**config.mk**
```make
export PLATFORM = sky130hd
export DESIGN_NAME = bin_to_bcd_seq
export DESIGN_NICKNAME = d
export VERILOG_FILES = /design/src/rtl/bin_to_bcd_seq.sv
export SDC_FILE = /design/constraint.sdc
export NUM_CORES = 1
export LEC_CHECK = 0
export CORE_MARGIN = 10
export CORE_UTILIZATION = 49
export CTS_CLUSTER_SIZE = 8
export DETAILED_ROUTE_END_ITERATION = 8
export HOLD_SLACK_MARGIN = 0.15
export PLACE_DENSITY_LB_ADDON = 0.3
export SYNTH_ARGS = -nofsm -noshare
export SYNTH_HDL_FRONTEND = slang
export SYNTH_SLANG_ARGS = --single-unit
```
**constraint.sdc**
```tcl
create_clock -name clock -period 3.8 [get_ports clock]
set_input_delay 0.95 -clock clock [delete_from_list [all_inputs] [get_ports clock]]
set_output_delay 0.95 -clock clock [all_outputs]
set_load 0.05 [all_outputs]
```
**src/rtl/bin_to_bcd_seq.sv**
```systemverilog
// -----------------------------------------------------------------------------
// bin_to_bcd_seq
//
// Sequential binary-to-BCD converter using shift-and-add-3 (double dabble).
// It does one shift per clock and sits upstream of the multiplexed
// seven-segment driver. The packed BCD result is held stable between
// conversions, so the display never shows intermediate values.
//
// Parameters
//   WIDTH    binary input width (27 bits covers 0..99,999,999)
//   DIGITS   number of BCD digits; bcd_out is 4*DIGITS bits
//
// Ports
//   clock     system clock, rising-edge active
//   reset     asynchronous, active-high
//   start     conversion request; accepted in IDLE or DONE, ignored in SHIFT
//   bin_in    unsigned binary value, captured on an accepted start
//   bcd_out   packed BCD result, digit 0 (units) in [3:0]
//   busy      high while a conversion is in progress
//   done      one-cycle pulse when bcd_out has just been updated
//   overflow  last captured value exceeded 10^DIGITS - 1
//
// Output timing: every output is a register fed from the current state.
// With start sampled at edge E0, busy is high for WIDTH cycles. done and the
// new bcd_out appear after edge E0+WIDTH+1. busy and done are never high
// together, including when start is held high for back-to-back conversions.
// -----------------------------------------------------------------------------
module bin_to_bcd_seq #(
  parameter int WIDTH  = 27,
  parameter int DIGITS = 8
) (
  input  logic                  clock,
  input  logic                  reset,
  input  logic                  start,
  input  logic [WIDTH-1:0]      bin_in,
  output logic [4*DIGITS-1:0]   bcd_out,
  output logic                  busy,
  output logic                  done,
  output logic                  overflow
);

  localparam int BCDW = 4 * DIGITS;
  localparam int CNTW = $clog2(WIDTH + 1);

  // Largest value that fits in DIGITS decimal digits (10^digits - 1).
  function automatic logic [63:0] max_value(input int digits);
    logic [63:0] v;
    v = 64'd1;
    for (int i = 0; i < digits; i++) begin
      v = v * 64'd10;
    end
    return v - 64'd1;
  endfunction

  // Add 3 to every digit that is 5 or more. Each digit is a separate 4-bit
  // add with no carry between digits.
  function automatic logic [BCDW-1:0] add3_digits(input logic [BCDW-1:0] b);
    logic [BCDW-1:0] r;
    r = b;
    for (int i = 0; i < DIGITS; i++) begin
      if (b[4*i +: 4] >= 4'd5) begin
        r[4*i +: 4] = b[4*i +: 4] + 4'd3;
      end else begin
        r[4*i +: 4] = b[4*i +: 4];
      end
    end
    return r;
  endfunction

  localparam logic [63:0]     MAX_VAL  = max_value(DIGITS);
  localparam logic [BCDW-1:0] ALL_NINE = {DIGITS{4'd9}};

  typedef enum logic [1:0] {
    ST_IDLE  = 2'd0,
    ST_SHIFT = 2'd1,
    ST_DONE  = 2'd2
  } state_t;

  state_t                  state_r;
  state_t                  next_state_s;
  logic [WIDTH-1:0]        bin_r;
  logic [BCDW-1:0]         bcd_r;
  logic [CNTW-1:0]         cnt_r;
  logic                    ovf_pend_r;
  logic                    accept_s;
  logic [63:0]             bin_ext_s;
  logic [BCDW+WIDTH-1:0]   shift_s;
  logic [BCDW-1:0]         bcd_out_r;
  logic                    busy_r;
  logic                    done_r;
  logic                    overflow_r;

  // Next-state logic, the accept qualifier and the combined adjust+shift word.
  always_comb begin
    next_state_s = state_r;
    accept_s     = 1'b0;
    bin_ext_s    = 64'(bin_in);
    shift_s      = {add3_digits(bcd_r), bin_r} << 1;
    case (state_r)
      ST_IDLE: begin
        if (start) begin
          accept_s     = 1'b1;
          next_state_s = ST_SHIFT;
        end else begin
          next_state_s = ST_IDLE;
        end
      end
      ST_SHIFT: begin
        // The counter reaches zero on this edge, which is the final shift.
        if (cnt_r == CNTW'(1)) begin
          next_state_s = ST_DONE;
        end else begin
          next_state_s = ST_SHIFT;
        end
      end
      ST_DONE: begin
        if (start) begin
          accept_s     = 1'b1;
          next_state_s = ST_SHIFT;
        end else begin
          next_state_s = ST_IDLE;
        end
      end
      default: begin
        next_state_s = ST_IDLE;
      end
    endcase
  end

  // State register.
  always_ff @(posedge clock or posedge reset) begin
    if (reset) begin
      state_r <= ST_IDLE;
    end else begin
      state_r <= next_state_s;
    end
  end

  // Working registers: capture on accept, then adjust and shift once per cycle.
  always_ff @(posedge clock or posedge reset) begin
    if (reset) begin
      bin_r      <= {WIDTH{1'b0}};
      bcd_r      <= {BCDW{1'b0}};
      cnt_r      <= {CNTW{1'b0}};
      ovf_pend_r <= 1'b0;
    end else if (accept_s) begin
      bin_r      <= bin_in;
      bcd_r      <= {BCDW{1'b0}};
      cnt_r      <= CNTW'(WIDTH);
      ovf_pend_r <= (bin_ext_s > MAX_VAL);
    end else if (state_r == ST_SHIFT) begin
      // In the overflow case, bits that leave the top of the BCD word are dropped.
      bcd_r      <= shift_s[BCDW+WIDTH-1:WIDTH];
      bin_r      <= shift_s[WIDTH-1:0];
      cnt_r      <= cnt_r - CNTW'(1);
      ovf_pend_r <= ovf_pend_r;
    end else begin
      bin_r      <= bin_r;
      bcd_r      <= bcd_r;
      cnt_r      <= cnt_r;
      ovf_pend_r <= ovf_pend_r;
    end
  end

  // Registered outputs. The result and overflow update only in DONE, so the
  // display holds its value between conversions.
  always_ff @(posedge clock or posedge reset) begin
    if (reset) begin
      bcd_out_r  <= {BCDW{1'b0}};
      busy_r     <= 1'b0;
      done_r     <= 1'b0;
      overflow_r <= 1'b0;
    end else begin
      busy_r <= (state_r == ST_SHIFT);
      done_r <= (state_r == ST_DONE);
      if (state_r == ST_DONE) begin
        bcd_out_r  <= ovf_pend_r ? ALL_NINE : bcd_r;
        overflow_r <= ovf_pend_r;
      end else begin
        bcd_out_r  <= bcd_out_r;
        overflow_r <= overflow_r;
      end
    end
  end

  assign bcd_out  = bcd_out_r;
  assign busy     = busy_r;
  assign done     = done_r;
  assign overflow = overflow_r;

endmodule

```
After elaboration in Yosys (flattened, before gate mapping)
Cells that the tools add are included.
- input bits: 30
- output and inout bits: 35
- bits in writable memories: 0
- logic and storage cells: 53
- memory bits (read-only): 0
- bits in latches: 0
- memories kept: 0
- bits in registers: 102
- order comparisons: 9
- reduce and logical (&&, ||, !) cells: 3
- $add $sub $neg: 9
- div/mod/pow operators: 0
- eq/ne operators: 3
- mux-type cells: 20
- bitwise gates (word level): 0
- shift-type cells: 0
- $mul: 0
- operators with widths (kind ; number):
    two-way mux 32 bit ; 3
    two-way mux 27 bit ; 2
    greater-or-equal comparator 4 x 3 -> 1 bit (second input constant) ; 8
    adder 4 x 2 -> 4 bit (second input constant) ; 7
    two-way mux 4 bit ; 7
    > comparator 27 bit (second input constant) ; 1
    two-way mux 5 bit ; 2
    equality test 5 x 1 -> 1 bit (second input constant) ; 1
    subtractor 5 x 1 -> 5 bit (second input constant) ; 1
    case mux 2 bit (2 select lines) ; 1
    adder 3 x 2 -> 3 bit (second input constant) ; 1
    two-way mux 1 bit ; 3
    two-way mux 3 bit ; 1
    equality test 2 x 1 -> 1 bit (second input constant) ; 1
    equality test 2 bit (second input constant) ; 1
    zero test 2 bit ; 1
    two-way mux 2 bit ; 1
    nonzero test 2 bit ; 1
    OR reduction 2 bit ; 1

Logic depth before layout (Yosys ltp)
Gate-level depths: netlist of the first run.
- word-level depth: 4
- gate-level depth with buffers: 7

Worst setup path before layout of the first run
Ideal clock, no wire load.
- kind: input-to-reg
- start: in bin_in[11]
- end: reg ovf_pend_r
- required time: 3665 ps
- path slack: 1991 ps
- arrival: 1674 ps
- path buffers: 0
- stages: 3
- path through: or4_1 -> o21ai_0 -> a311oi_1
- word-level cells in the longest chain between the ends: 1
- ends and longest elaborated chain (item ; RTL line ; source):
    from (decl) ; 35 ; input logic [WIDTH-1:0] bin_in,
    > comparator 27 bit ; 150 ; ovf_pend_r <= (bin_ext_s > MAX_VAL);
    to (signal assigned) ; 150 ;
    to (signal assigned) ; 156 ; ovf_pend_r <= ovf_pend_r;
    to (signal assigned) ; 161 ; ovf_pend_r <= ovf_pend_r;
    to (decl) ; 84 ; logic ovf_pend_r;
No other way between the ends.
A chain may end at the register's enable or synchronous reset.

Worst setup path after layout of the first run
- start: reg bcd_out_r[22] (netlist: bcd_out[22])
- end: out bcd_out[22]
- RTL lines (item ; RTL line ; source):
    from (decl) ; 88 ; logic [BCDW-1:0] bcd_out_r;
    from (signal assigned) ; 169 ; bcd_out_r <= {BCDW{1'b0}};
    from (signal assigned) ; 177 ; bcd_out_r <= ovf_pend_r ? ALL_NINE : bcd_r;
    from (signal assigned) ; 180 ; bcd_out_r <= bcd_out_r;
    to (decl) ; 36 ; output logic [4*DIGITS-1:0] bcd_out,
No word-level cell between the ends.

==> run summary, run 1 <==
STA classifies the critical path endpoint as an output port. Relative to the synthesized area, the layout overhead comes to 19.5%. The tool flagged a number of max-cap violations equal to 0. Along the worst path, the maximum fanout reaches 2. Derived from the worst setup path, the maximum achievable clock frequency is 0.394 GHz. The number of inserted diodes came out at 0. The number of buffers created by CTS was 9; the post-route worst setup slack was 1.26 ns. The cell area that synthesis handed to floorplanning was 4710 sq um. Entering global routing, the biggest net connects 56 pins.

Tightest slew margin relative to the limit: 27.2%. Post-CTS repair changed the size of 0 cells. The critical path is of the flop to output port type. The worst slack at placement is 1.19 ns, and the number of buffers inserted by port buffering is 64. For this design the ratio of total power to cell area is 902 nW/um^2. The final hold violation count is 0, and the core region area is 9280 sq um. The share of the yosys chip area belonging to registers was 54.2%.

The post-route fraction of the period consumed by the critical path is 66.7%, and the half-perimeter wire length after detailed placement is 6.85 mm. In this run the horizontal extent of the chip is 118 microns. IR analysis of the VDD net gives a maximum drop of 0.332 mV. The analysis attributes to cell leakage a power of 0.00256 uW.

The path class of the tightest hold or removal check is flop to flop. Biggest cell delay along the critical path: 0.82 ns. Including well taps, the total number of placed cells is 629. The total global routing overflow is 0, and the last weighted congestion value of the routability-driven placer is 0.810. Final number of max-transition violations: 0. For this run, the detailed router's first-pass iteration total came to 4. Cell class contributing the biggest share of worst-path delay: buffers and inverters.

Once the floorplan was initialized, standard cells occupied 50.7% of the core. 65 I/O pins were placed. Averaged over all synthesized cells, the footprint is 10.3 sq um.

Data arrives at the worst endpoint at 1.59 ns. The tools report the initial detailed-routing violation count as 179. The smallest clock period supported by the final layout is computed as 2.54 ns. The tools report the total wire length as 10.1 mm. The number of buffer and inverter stages on the critical path was 1.

After synthesis the netlist holds a flip-flop and latch count of 102. Setup repair after global routing left no endpoint under its margin. The flow ran to the end, and the final reports show no timing, DRC or antenna violations.

The number of antenna violations at the first check in global routing came out at 0. After detailed routing, the average wire length per cell comes to 15.7 microns. After detailed routing, the number of remaining DRC violations is 0. The number of vias in the routed layout was 3,504; the number of rows in the core area was 35. The worst setup path is launched from a flop.

In the synthesized netlist, the number of instances is 459. The number of routed nets with antenna violations was 0; the number of vias per cell was 5.44. On the critical path, the stage with the largest delay is an instance of clkdlybuf4s50_1.

Total global routing track utilization: 14.6%. The number of global-route vias before repair is 3,502, and the post-layout net count is 559. Clock latency on the worst-skew pair, taken at its later pin, is 0.37 ns. For the count of endpoints failing setup in the final report, the log shows 0. Clock tree synthesis found a total of 102 sinks. STA puts the critical path data required time at 2.85 ns. Global-route wire length before repair: 17.2 mm.

Setup total negative slack on the finished layout was measured at 0 ns. The number of different library cells used by synthesis comes to 36. Excluding fillers, the count of instances in the completed layout stands at 644. The synthesized net count was 507. The proportion of layout cells with a drive suffix above 1 came out at 5.24%. Traced cell by cell, the critical path runs through clkdlybuf4s50_1. Clock-pin slew was measured on the worst setup and hold paths at 0.10 ns. The clock passes through at most 2 buffers. The tools report the number of warnings issued by yosys as 0. The post-CTS setup buffer count was 0; the actual transition at the worst max-transition pin was 1.09 ns. The root buffer cell chosen for the clock tree is clkbuf_8.

The logs give 3 for the H-tree depth reported by CTS and 13,900 sq um for the full die area. The die height was 118 microns. TritonCTS built the clock tree. The clock arrives with 0.0142 ns of skew. The number of buffers inserted for hold repair after clock tree synthesis was 0.
==> synthesized netlist by cell type (all sizes together) <==
cell type | n | area (sq um)
a21oi | 14 | 70.1
a22o | 9 | 78.8
a22oi | 27 | 203
a311oi | 1 | 8.76
a32o | 8 | 80.1
and2 | 1 | 6.26
buf | 20 | 115
clkbuf | 7 | 26.3
dfrtp | 102 | 2550
ha | 18 | 225
inv | 21 | 86.3
mux2 | 1 | 11.3
mux2i | 8 | 80.1
nand2 | 90 | 348
nand2b | 19 | 119
nand3 | 2 | 10.0
nand4 | 2 | 12.5
nor2 | 18 | 75.1
nor2b | 1 | 6.26
nor3b | 5 | 37.5
nor4 | 1 | 6.26
nor4b | 1 | 8.76
o21ai | 35 | 175
o22ai | 12 | 75.1
o31a | 1 | 8.76
o31ai | 17 | 128
o32ai | 3 | 26.3
or4 | 2 | 15.0
xnor2 | 10 | 87.6
xor2 | 3 | 26.3
==> final cells by class <==
cell class                 instances  area (sq um)
fill                             807          3660
sequential                       102          2550
multi-input combinational        309          1930
timing repair buffer              68           683
tap                              129           161
clock buffer                      11           151
inverter                          21          88.8
clock inverter                     4          55.1
==> metal layers <==
layer  GRT usage (%)  vias up  part of all wire, %
met1            19.6     1693                   46
met2            21.9       90                   46
li1                -     1710                    -
met4            5.80        0                  1.6
met3            4.12       11                  6.3
met5               0        -                    0
==> where the power goes <==
part	switching (uW)	internal (uW)
Sequential	386	1550
Clock	365	341
Combinational	1450	980
Total	2200	2870
==> placed cells by master (no fill, tap or decap), types with 5 or more instances in the layout <==
master,count
a21oi_1,14
a22o_1,9
a22oi_1,27
a32o_1,8
clkbuf_8,11
clkdlybuf4s50_1,64
dfrtp_1,102
ha_1,18
inv_1,19
mux2i_1,8
nand2_1,88
nand2b_1,18
nor2_1,17
nor3b_1,5
o21ai_0,35
o22ai_1,12
o31ai_1,17
xnor2_1,10
==> registers in the layout (all words and copies together), names as in the netlist <==
signal and flops:
cnt_r 5, busy 1, done 1, bcd_out 32
bin_r 27, ovf_pend_r 1, state_r 2, overflow 1
bcd_r 32
==> worst reg2reg max path, delay by kind of cell (launching register included) <==
kind,cells,cell delay [ns]
flops,1,0.43
buf+inv,1,0.17
compound gates,1,0.27
simple gates,2,0.98
==> worst paths after layout <==
path / startpoint / cells past startpoint / endpoint / slack (ns)
worst max-delay path: bcd_out[22] / 1 / bcd_out[22] / 1.26
worst min-delay path: bcd_out[15] / 2 / bcd_out[15] / 0.48
worst max register to register: state_r[0] / 4 / bcd_r[26] / 1.90
worst min register to register: bcd_out[15] / 2 / bcd_out[15] / 0.48
max in group asynchronous: reset / 3 / bin_r[13] / 2.08
min in group asynchronous: reset / 2 / bin_r[8] / 1.01
==> cells by family (layout without fill, tap and decap cells) <==
| family | after synthesis | after routing | synth area share [%] |
|---|---|---|---|
| adders and majority gates | 18 | 18 | 4.78 |
| DFF | 102 | 102 | 54.2 |
| xor gates and xnor gates | 13 | 13 | 2.42 |
| and+or+nand+nor | 142 | 142 | 13.7 |
| muxes | 9 | 9 | 1.94 |
| AOI/OAI and AO/OA | 127 | 127 | 18.1 |
| buffers and inverters | 48 | 104 | 4.84 |
==> per-stage QoR <==
step                total power [uW]  cell area, sq um  utilization (%)  hold WS (ns)
CTS                             5120              5630             60.6         0.489
detailed placement              4410              5420             58.4         0.463
global route                    5470              5630             60.6         0.513
finish                          5080              5630             60.6         0.482
floorplan                       3750              4710                -         0.446
global placement                4300              5420             58.4         0.458
Note: power is estimated with default switching activity, not from simulation.
==> inputs of run 2 (changes only) <==
--- a/config.mk
+++ b/config.mk
@@ -6,7 +6,7 @@
 export NUM_CORES = 1
 export LEC_CHECK = 0
 export CORE_MARGIN = 10
-export CORE_UTILIZATION = 49
+export CORE_UTILIZATION = 50
 export CTS_CLUSTER_SIZE = 8
 export DETAILED_ROUTE_END_ITERATION = 8
 export HOLD_SLACK_MARGIN = 0.15
==> constraint.sdc (replaced) <==
create_clock -name clock -period 2.5 [get_ports clock]
set_input_delay 0.625 -clock clock [delete_from_list [all_inputs] [get_ports clock]]
set_output_delay 0.625 -clock clock [all_outputs]
set_load 0.05 [all_outputs]
==> run summary, run 2 (synthesis results as in run 1) <==
The tools report the maximum number of pins on one net before global-route repair as 67 (+20%). The number of buffers inserted by port buffering was 64 (unchanged); the required time of the critical path was 1.88 ns (-0.97 ns). The tightest min-delay check is of the flop to flop type. The logic depth of the worst register-to-register path works out to 4 (unchanged).

The full die area was 13,700 sq um (-1.7%); the power density normalized to cell area was 1380 nW/um^2 (+52%). For the number of rows in the core area, the log shows 35 (unchanged). For the global-route wire length before repair, the log shows 16.3 mm (-5.1%). The post-CTS clock slew at the launch and capture registers of the worst setup and hold paths was 0.11 ns (about the same); the number of stages on the worst hold path was 2 (unchanged). The run finished with clean final reports. For the number of vias in the routed layout, the log shows 3,444 (-1.7%). Setup repair after global routing left no endpoint under its margin.

The number of antenna violations at the first check in global routing was 0 (unchanged); the final hold violation count was 0 (unchanged). The leading cell type in the layout, fill and taps excluded is dfrtp_1. The final routed DRC violation total is 0 (unchanged), and the last weighted congestion value of the routability-driven placer is 0.807 (-0.28%). For the half-perimeter wire length after detailed placement, the log shows 6.66 mm (-2.7%). The cell class contributing the biggest share of worst-path delay is buffers and inverters. The total global routing track utilization was 14.7% (+0.049 points); the shortest period the worst path allows was 2.18 ns.

The tools report the final number of max-transition violations as 0 (unchanged). STA classifies the critical path endpoint as an output port. The actual transition at the worst max-transition pin works out to 0.831 ns (-0.261 ns). The data arrival time of the critical path is 1.56 ns (-0.03 ns), and the largest buffer count on any clock path is 2 (unchanged). Layout-stage area growth over the synthesis result: 20.6%.

Total global routing overflow: 0 (unchanged). For this design, the slowest cell found on the critical path is clkdlybuf4s50_1. The number of global-route vias before repair was 3,461 (-1.2%); the area of placed instances was 5450 sq um (+0.53%). The max capacitance violation total was 0 (unchanged); the number of buffers inserted for hold repair after clock tree synthesis was 0 (unchanged). For the post-CTS setup buffer count, the log shows 0 (unchanged). The proportion of layout cells with a drive suffix above 1 is 6.33% (+1.1 points).

Leaving out fill and tap cells, the most frequent cells in the layout are dfrtp_1, nand2_1, clkdlybuf4s50_1, o21ai_0, a22oi_1. The maximum clock skew at final layout was 0.0168 ns (+0.00264 ns); the core region area was 9200 sq um (-0.94%). The leakage power of the design is 0.00259 uW (+1.3%).

The worst setup path is launched from a flop. The number of cells on the critical path was 1 (unchanged); the total wire length was 9.55 mm (-5.5%). For this run, the top clock speed supported by timing is 0.458 GHz. Detailed-route wire length per cell: 15.1 microns (-3.7%).

The logs give 0 (unchanged) for the number of inserted diodes and 65 (unchanged) for the number of primary I/O pins. The tools report the clock tree root driver cell as clkbuf_8. The number of buffers created by CTS was 9 (unchanged); the die height was 117 microns (-0.83%).

The largest fanout on the critical path came out at 2 (unchanged). The total chip power came out at 7810 uW (+54%). Overall die width: 117 microns (-0.83%). The total clock sinks is 102 (unchanged). Traced cell by cell, the critical path runs through clkdlybuf4s50_1. The logs give 4 (unchanged) for the number of optimization iterations in the first detailed-route pass and 203 (+13%) for the initial detailed-routing violation count.

For the count of endpoints failing setup in the final report, the log shows 0 (unchanged). The tightest slew margin relative to the limit is 44.5% (+17 points). The tools report the area of all placed cells without fillers as 5680 sq um (+0.93%). The biggest cell delay along the critical path works out to 0.82 ns (about the same). The worst setup path is of the flop to output port kind. The tools report the initial core utilization as 51.2% (+0.48 points). The number of buffer and inverter stages on the critical path came out at 1 (unchanged). TritonCTS built the clock tree. The number of vias per cell works out to 5.45 (+0.15%). Dividing the final minimum period by the clock period gives 87.2%.

The insertion delay of the later-clocked pin in the worst-skew pair is 0.36 ns (about the same), and the post-route core utilization is 61.7% (+1.1 points). The largest vdd supply drop was 0.566 mV (+70%). The number of routed nets with antenna violations came out at 0 (unchanged).

The logs give 0 ns (unchanged) for the total negative setup slack and 0 (unchanged) for the number of gates resized after cts. The H-tree depth reported by CTS was 3 (unchanged). The post-layout net count came out at 564 (+0.89%).
-- run 2: changes by cell type in the layout (fill, tap and decap cells not counted), sizes merged --
cell	before	now
bufinv	1	2
inv	22	21
buf	4	9
clkbuf	11	10
clkinvlp	1	3
-- run 2: cell type report --
cell class	count	area, sq um
fillers	760	3520
flip-flops and latches	102	2550
multi-input cells	309	1930
repair buffers	73	733
well taps	111	139
clock buffers	10	138
clock inverters	6	92.6
inverters	21	90.1
-- run 2: path summary, 6_finish.rpt --
| check | start | to | slack (ns) |
|---|---|---|---|
| max reg2reg | state_r[0] | cnt_r[1] | 0.43 |
| max | bcd_out[30] | bcd_out[30] | 0.32 |
| min | bin_r[3] | bin_r[3] | 0.49 |
| min in group asynchronous | reset | bcd_out[25] | 0.72 |
| min reg2reg | bin_r[3] | bin_r[3] | 0.49 |
| max in group asynchronous | reset | bin_r[15] | 1.40 |
-- run 2: power breakdown --
part,total (uW),internal (uW),switching [uW]
Sequential,2860,2360,500
Clock,1170,597,571
Combinational,3780,1510,2270
-- run 2: layer usage --
| layer | track usage (%) | part of all wire [%] |
|---|---|---|
| met1 | 19.8 | 49 |
| met2 | 22.7 | 45 |
| met3 | 4.13 | 5.8 |
| met4 | 4.20 | 0.62 |
| met5 | 0 | 0 |
-- run 2: worst min-delay path, delay by kind of cell, from the launching register on --
family,cells,cell delay [ns]
flops,1,0.35
simple gates,2,0.10
-- run 2: stage by stage --
stage	hold slack, ns	setup slack (ns)	std cells
2_1_floorplan	0.446	0.657	459
5_1_grt	0.509	0.258	632
3_3_place_gp	0.459	0.326	616
4_1_cts	0.489	0.290	632
3_5_place_dp	0.468	0.266	616
6_report	0.487	0.319	632
